[src/rtl/phys_reg_tracker.sv]
// Physical-register tracker: circular free list of tags plus per-tag ready bits
// feeding the scheduler. Allocates to rename, sets on writeback, refills on commit.
module phys_reg_tracker #(
   parameter int REGISTER_COUNT = 128,
   parameter int ARCH_COUNT     = 32,
   localparam int TW            = $clog2(REGISTER_COUNT)
) (
   input  logic                      clk,
   input  logic                      reset,
   input  logic                      alloc_valid,
   output logic                      alloc_ready,
   output logic [TW-1:0]             alloc_tag,
   input  logic                      wb_valid,
   input  logic [TW-1:0]             wb_tag,
   input  logic                      free_valid,
   input  logic [TW-1:0]             free_tag,
   output logic [REGISTER_COUNT-1:0] register_valid,
   output logic [TW:0]               free_count,
   output logic                      overflow_err
);

   localparam int          MAX_FREE = REGISTER_COUNT - ARCH_COUNT;
   localparam logic [TW:0] MAX_CNT  = (TW+1)'(MAX_FREE);

   logic [TW-1:0]             storage_q [REGISTER_COUNT];
   logic [TW-1:0]             storage_d [REGISTER_COUNT];
   logic [TW-1:0]             head_q, head_d;
   logic [TW-1:0]             tail_q, tail_d;
   logic [TW:0]               free_count_q, free_count_d;
   logic [REGISTER_COUNT-1:0] register_valid_q, register_valid_d;
   logic                      overflow_err_q, overflow_err_d;

   logic alloc_hs;
   logic free_req;
   logic push;

   // Ready is derived only from registered count, so a same-cycle free never bypasses to alloc.
   assign alloc_ready    = (free_count_q != '0);
   assign alloc_tag      = storage_q[head_q];
   assign register_valid = register_valid_q;
   assign free_count     = free_count_q;
   assign overflow_err   = overflow_err_q;

   assign alloc_hs = alloc_valid & alloc_ready;
   assign free_req = free_valid & (free_tag != '0);
   // A full list can still accept a free when an allocate drains one entry in the same cycle.
   assign push     = free_req & ((free_count_q != MAX_CNT) | alloc_hs);

   always_comb begin
      storage_d        = storage_q;
      head_d           = head_q;
      tail_d           = tail_q;
      free_count_d     = free_count_q;
      register_valid_d = register_valid_q;
      overflow_err_d   = overflow_err_q;

      if (push) begin
         storage_d[tail_q] = free_tag;
         tail_d            = tail_q + 1'b1;
      end
      if (alloc_hs) begin
         head_d = head_q + 1'b1;
      end

      if (push && !alloc_hs) begin
         free_count_d = free_count_q + 1'b1;
      end else if (alloc_hs && !push) begin
         free_count_d = free_count_q - 1'b1;
      end

      if (free_req && !push) begin
         overflow_err_d = 1'b1;
      end

      // Clear is applied after set so an allocate beats a writeback to the same tag.
      if (wb_valid && (wb_tag != '0)) begin
         register_valid_d[wb_tag] = 1'b1;
      end
      if (alloc_hs) begin
         register_valid_d[alloc_tag] = 1'b0;
      end
      register_valid_d[0] = 1'b1;
   end

   always_ff @(posedge clk or negedge reset) begin
      if (!reset) begin
         for (int i = 0; i < REGISTER_COUNT; i++) begin
            storage_q[i] <= (i < MAX_FREE) ? TW'(i + ARCH_COUNT) : '0;
         end
         head_q           <= '0;
         tail_q           <= TW'(MAX_FREE);
         free_count_q     <= MAX_CNT;
         register_valid_q <= '1;
         overflow_err_q   <= 1'b0;
      end else begin
         storage_q        <= storage_d;
         head_q           <= head_d;
         tail_q           <= tail_d;
         free_count_q     <= free_count_d;
         register_valid_q <= register_valid_d;
         overflow_err_q   <= overflow_err_d;
      end
   end

endmodule

[config.mk]
export PLATFORM = sky130hd
export DESIGN_NAME = phys_reg_tracker
export DESIGN_NICKNAME = d
export VERILOG_FILES = /design/src/rtl/phys_reg_tracker.sv
export SDC_FILE = /design/constraint.sdc
export NUM_CORES = 2
export LEC_CHECK = 0
export ABC_CLOCK_PERIOD_IN_PS = 3200
export BUFFER_PORTS_ARGS = -buffer_cell sky130_fd_sc_hd__clkbuf_2
export CAP_MARGIN = 20
export CORE_UTILIZATION = 40
export CTS_BUF_LIST = sky130_fd_sc_hd__clkbuf_4
export CTS_CLUSTER_DIAMETER = 80
export DETAILED_ROUTE_END_ITERATION = 10
export RECOVER_POWER = 25
export SLEW_MARGIN = 20
export SYNTH_ARGS = -nofsm -noshare
export SYNTH_HDL_FRONTEND = slang
export SYNTH_SLANG_ARGS = --single-unit
[constraint.sdc]
create_clock -name clk -period 3.2 [get_ports clk]
set_input_delay 0.64 -clock clk [delete_from_list [all_inputs] [get_ports clk]]
set_output_delay 0.64 -clock clk [all_outputs]
set_load 0.01 [all_outputs]
==> run summary <==
Status -> finished with violations
Failing checks -> max-capacitance violations, max-slew violations, negative setup slack
Final setup fails -> 134
DRT antenna net count -> 0
Area contributors post-synth -> dfrtp_1 (28%), dfstp_2 (27%), mux2_2 (21%)
Vert. Die Dim -> 351 um
Post-synth EDFFs -> 0
RSZ-0062 raised after global routing -> true
Final Max Tran Viols -> 30
Yosys warnings -> 0
Tcrit/Tclk final -> 1.41
Cells on Worst Hold Path -> 6
Vias -> 32700
Via density -> 5.53
DRC Markers -> 0
Distinct cells, synth -> 92
Kind of end point of the critical path -> primary output
Core area -> 120000 um^2
Post-synthesis sequential area ratio -> 0.550
CTS tree -> built
Initial antenna violation count -> 3
CP startpoint kind -> flip-flop
Buffers on Ports -> 162
Largest fanout on the critical path -> 5
Fin worst setup slack -> -1.32 ns
Worst reg2reg path startpoint -> head_q[1]
Synth Cell Area -> 48700 um^2
Largest net degree at the start of global routing -> 116
TritonCTS Sinks -> 1046
Gr usage total -> 0.240
Hold Crit Endpoint -> tail_q[0]
Hold path start -> free_valid
Net Count, Synth -> 3396
Ys flop type -> dfrtp_1
Die Area -> 123000 um^2
Die X -> 351 um
Pre-CTS setup slack -> -0.779 ns
WP data arrival -> 3.88 ns
Final net count -> 4114
Relative slew margins -> -0.381
Total Routed Length -> 147000 um
R2r worst-path depth -> 18
DRT Pass-1 Iters -> 5
Synth-to-layout area growth -> 24.2%
Layout cells sized above 1 -> 0.685
Max cap viols -> 1
Leakage -> 27.2 nW
CTS clk-pin slew, worst paths -> 0.07 ns
Setup slack, reg-to-reg -> -0.53 ns
Clk_lat worst skew -> 1.21 ns
Final worst path period need -> 4.52 ns
Final-layout fill cell count -> 10600
GP Congestion -> 0.903
H-tree levels -> 5
Top cell type's share of synthesized area -> 0.281
Worst slew pin tran -> 2.07 ns
#FFs+latches synth -> 1046
Synthesized area per cell -> 14.5 um^2
Hold crit path type -> primary input to flip-flop
Dpl hpwl -> 97800 um
Initial core utilization -> 0.405
Placement Rows -> 127
CTS buffer count -> 305
Crit Reg-Reg Endpoint -> register_valid[6]
I/O Pins -> 164
DRT iter0 DRCs -> 2199
Final hold vios -> 0
Async SR Flop Fraction -> 1.00
Cells after Synth -> 3367
Crit path kind -> flip-flop to primary output
Routed length per instance -> 24.9 um
Grt total ovfl -> 0
VDD IR max -> 403 uV
Total power -> 50.5 mW
Fmax -> 221 MHz
Cell taking the most area after synthesis -> dfrtp_1
Clk_skew -> 0.0982 ns
Root Driver -> clkbuf_4
WP data required -> 2.56 ns
Global-route wire length before repair -> 222000 um
Cell Pwr Density -> 834 nW/um^2
Vias in the first global route -> 34100
Clk buf depth -> 4
power by group:
| group | switching (mW) | total (mW) | internal (mW) |
|---|---|---|---|
| clock network | 5.65 | 12.5 | 6.84 |
| registers | 1.47 | 18.0 | 16.5 |
| logic | 10.4 | 20.0 | 9.63 |
synthesized netlist by cell type, types with 5 or more instances:
master	instances
buf_4	22
dfstp_2	499
buf_2	28
o22ai_1	21
clkbuf_1	146
and3_1	7
nand2_1	122
nand2b_1	18
nand3_1	18
inv_1	12
nor2_1	95
mux4_1	9
nor2_4	12
nor2b_1	21
a21oi_2	17
a22oi_1	30
nand2_2	11
buf_6	30
dfrtp_1	547
o21ai_0	15
nand3b_1	6
a31oi_1	10
a22o_1	9
o221ai_1	12
buf_12	5
mux4_2	157
ha_1	9
a2111oi_0	6
a21oi_1	262
nor3_1	24
mux2i_1	124
mux2_2	915
and2_1	7
xnor2_1	14
a211oi_1	19
metrics by stage:
stage,area (um^2),instances,TNS (ns),hold WS [ns],util
after floorplan,48800,3367,-0.158,0.344,-
after global placement,54600,5309,-325.51,0.459,0.453
after detailed placement,54600,5309,-318.65,0.473,0.453
after CTS,59900,5885,-40.39,0.0136,0.497
after global routing,60500,5911,-111.67,0.0555,0.503
final,60500,5911,-52.42,0.121,0.503
layout make-up:
cell class,instances,area (um^2),share of cell area
flip-flops and latches,1046,26800,0.443
multi-input cells,2074,21500,0.355
repair buffers,645,6370,0.105
clock buffers,482,3620,0.0598
well taps,1612,2020,0.0333
clock inverters,37,169,0.00279
inverters,13,56.3,0.000930
diodes,2,5.00,0.0000827
flip-flops by register name (all words and copies together), names as in the netlist:
name            cells
free_count          8
head_q              7
overflow_err        1
register_valid    127
storage_q         896
tail_q              7
layout by cell type (no fill, tap or decap), drive strengths merged, types with 112 or more instances in the layout:
cell	count
a21oi	279
buf	458
clkbuf	648
dfrtp	547
dfstp	499
mux2	915
mux2i	124
mux4	166
nand2	134
nor2	112
critical path, cell delays in order, from the launching register on:
cell	delay [ns]
dfrtp_4	0.50
buf_12	0.16
buf_12	0.14
buf_12	0.14
buf_4	0.13
buf_4	0.13
buf_4	0.12
mux4_2	0.35
nand2_2	0.12
nand3_4	0.10
a221o_1	0.37
o32a_4	0.22
clkbuf_8	0.16
layer usage:
layer | up-vias | global-route usage | share of wire | routed length [um]
li1 | 14100 | - | - | -
met1 | 17300 | 0.328 | 0.44 | 64500
met2 | 1076 | 0.373 | 0.47 | 69000
met3 | 263 | 0.0526 | 0.059 | 8610
met4 | 2 | 0.0946 | 0.033 | 4910
met5 | - | 0 | 0.00018 | 26
repair_timing:
item / CTS / global route
buffers inserted: 40 / 22
endpoints found under the hold margin: 637 / 0
endpoints found under the setup margin: 141 / 191
hold buffers: 18 / 0
gates resized for setup: 187 / 130
cloned: 3 / 4
pin swaps: 38 / 87
kinds of logic after synthesis:
logic type / share of synthesized area
compound gates: 0.0570
xor+xnor: 0.00323
fa+ha+maj: 0.00272
buf+inv: 0.0285
flops: 0.550
mux: 0.314
other cells: 0.0000769
simple gates: 0.0444
worst max-delay path by stage:
stage	from	end	slack, ns	depth (start not counted)
6_report	head_q[1]	alloc_tag[6]	-1.32	12
3_3_place_gp	head_q[1]	register_valid[114]	-0.70	13
4_1_cts	head_q[0]	alloc_tag[0]	-1.49	11
2_1_floorplan	free_tag[3]	free_count[7]	-0.16	14
5_1_grt	head_q[0]	alloc_tag[6]	-1.47	9
3_5_place_dp	head_q[1]	register_valid[6]	-0.78	13
(Power assumes the default switching activity.)
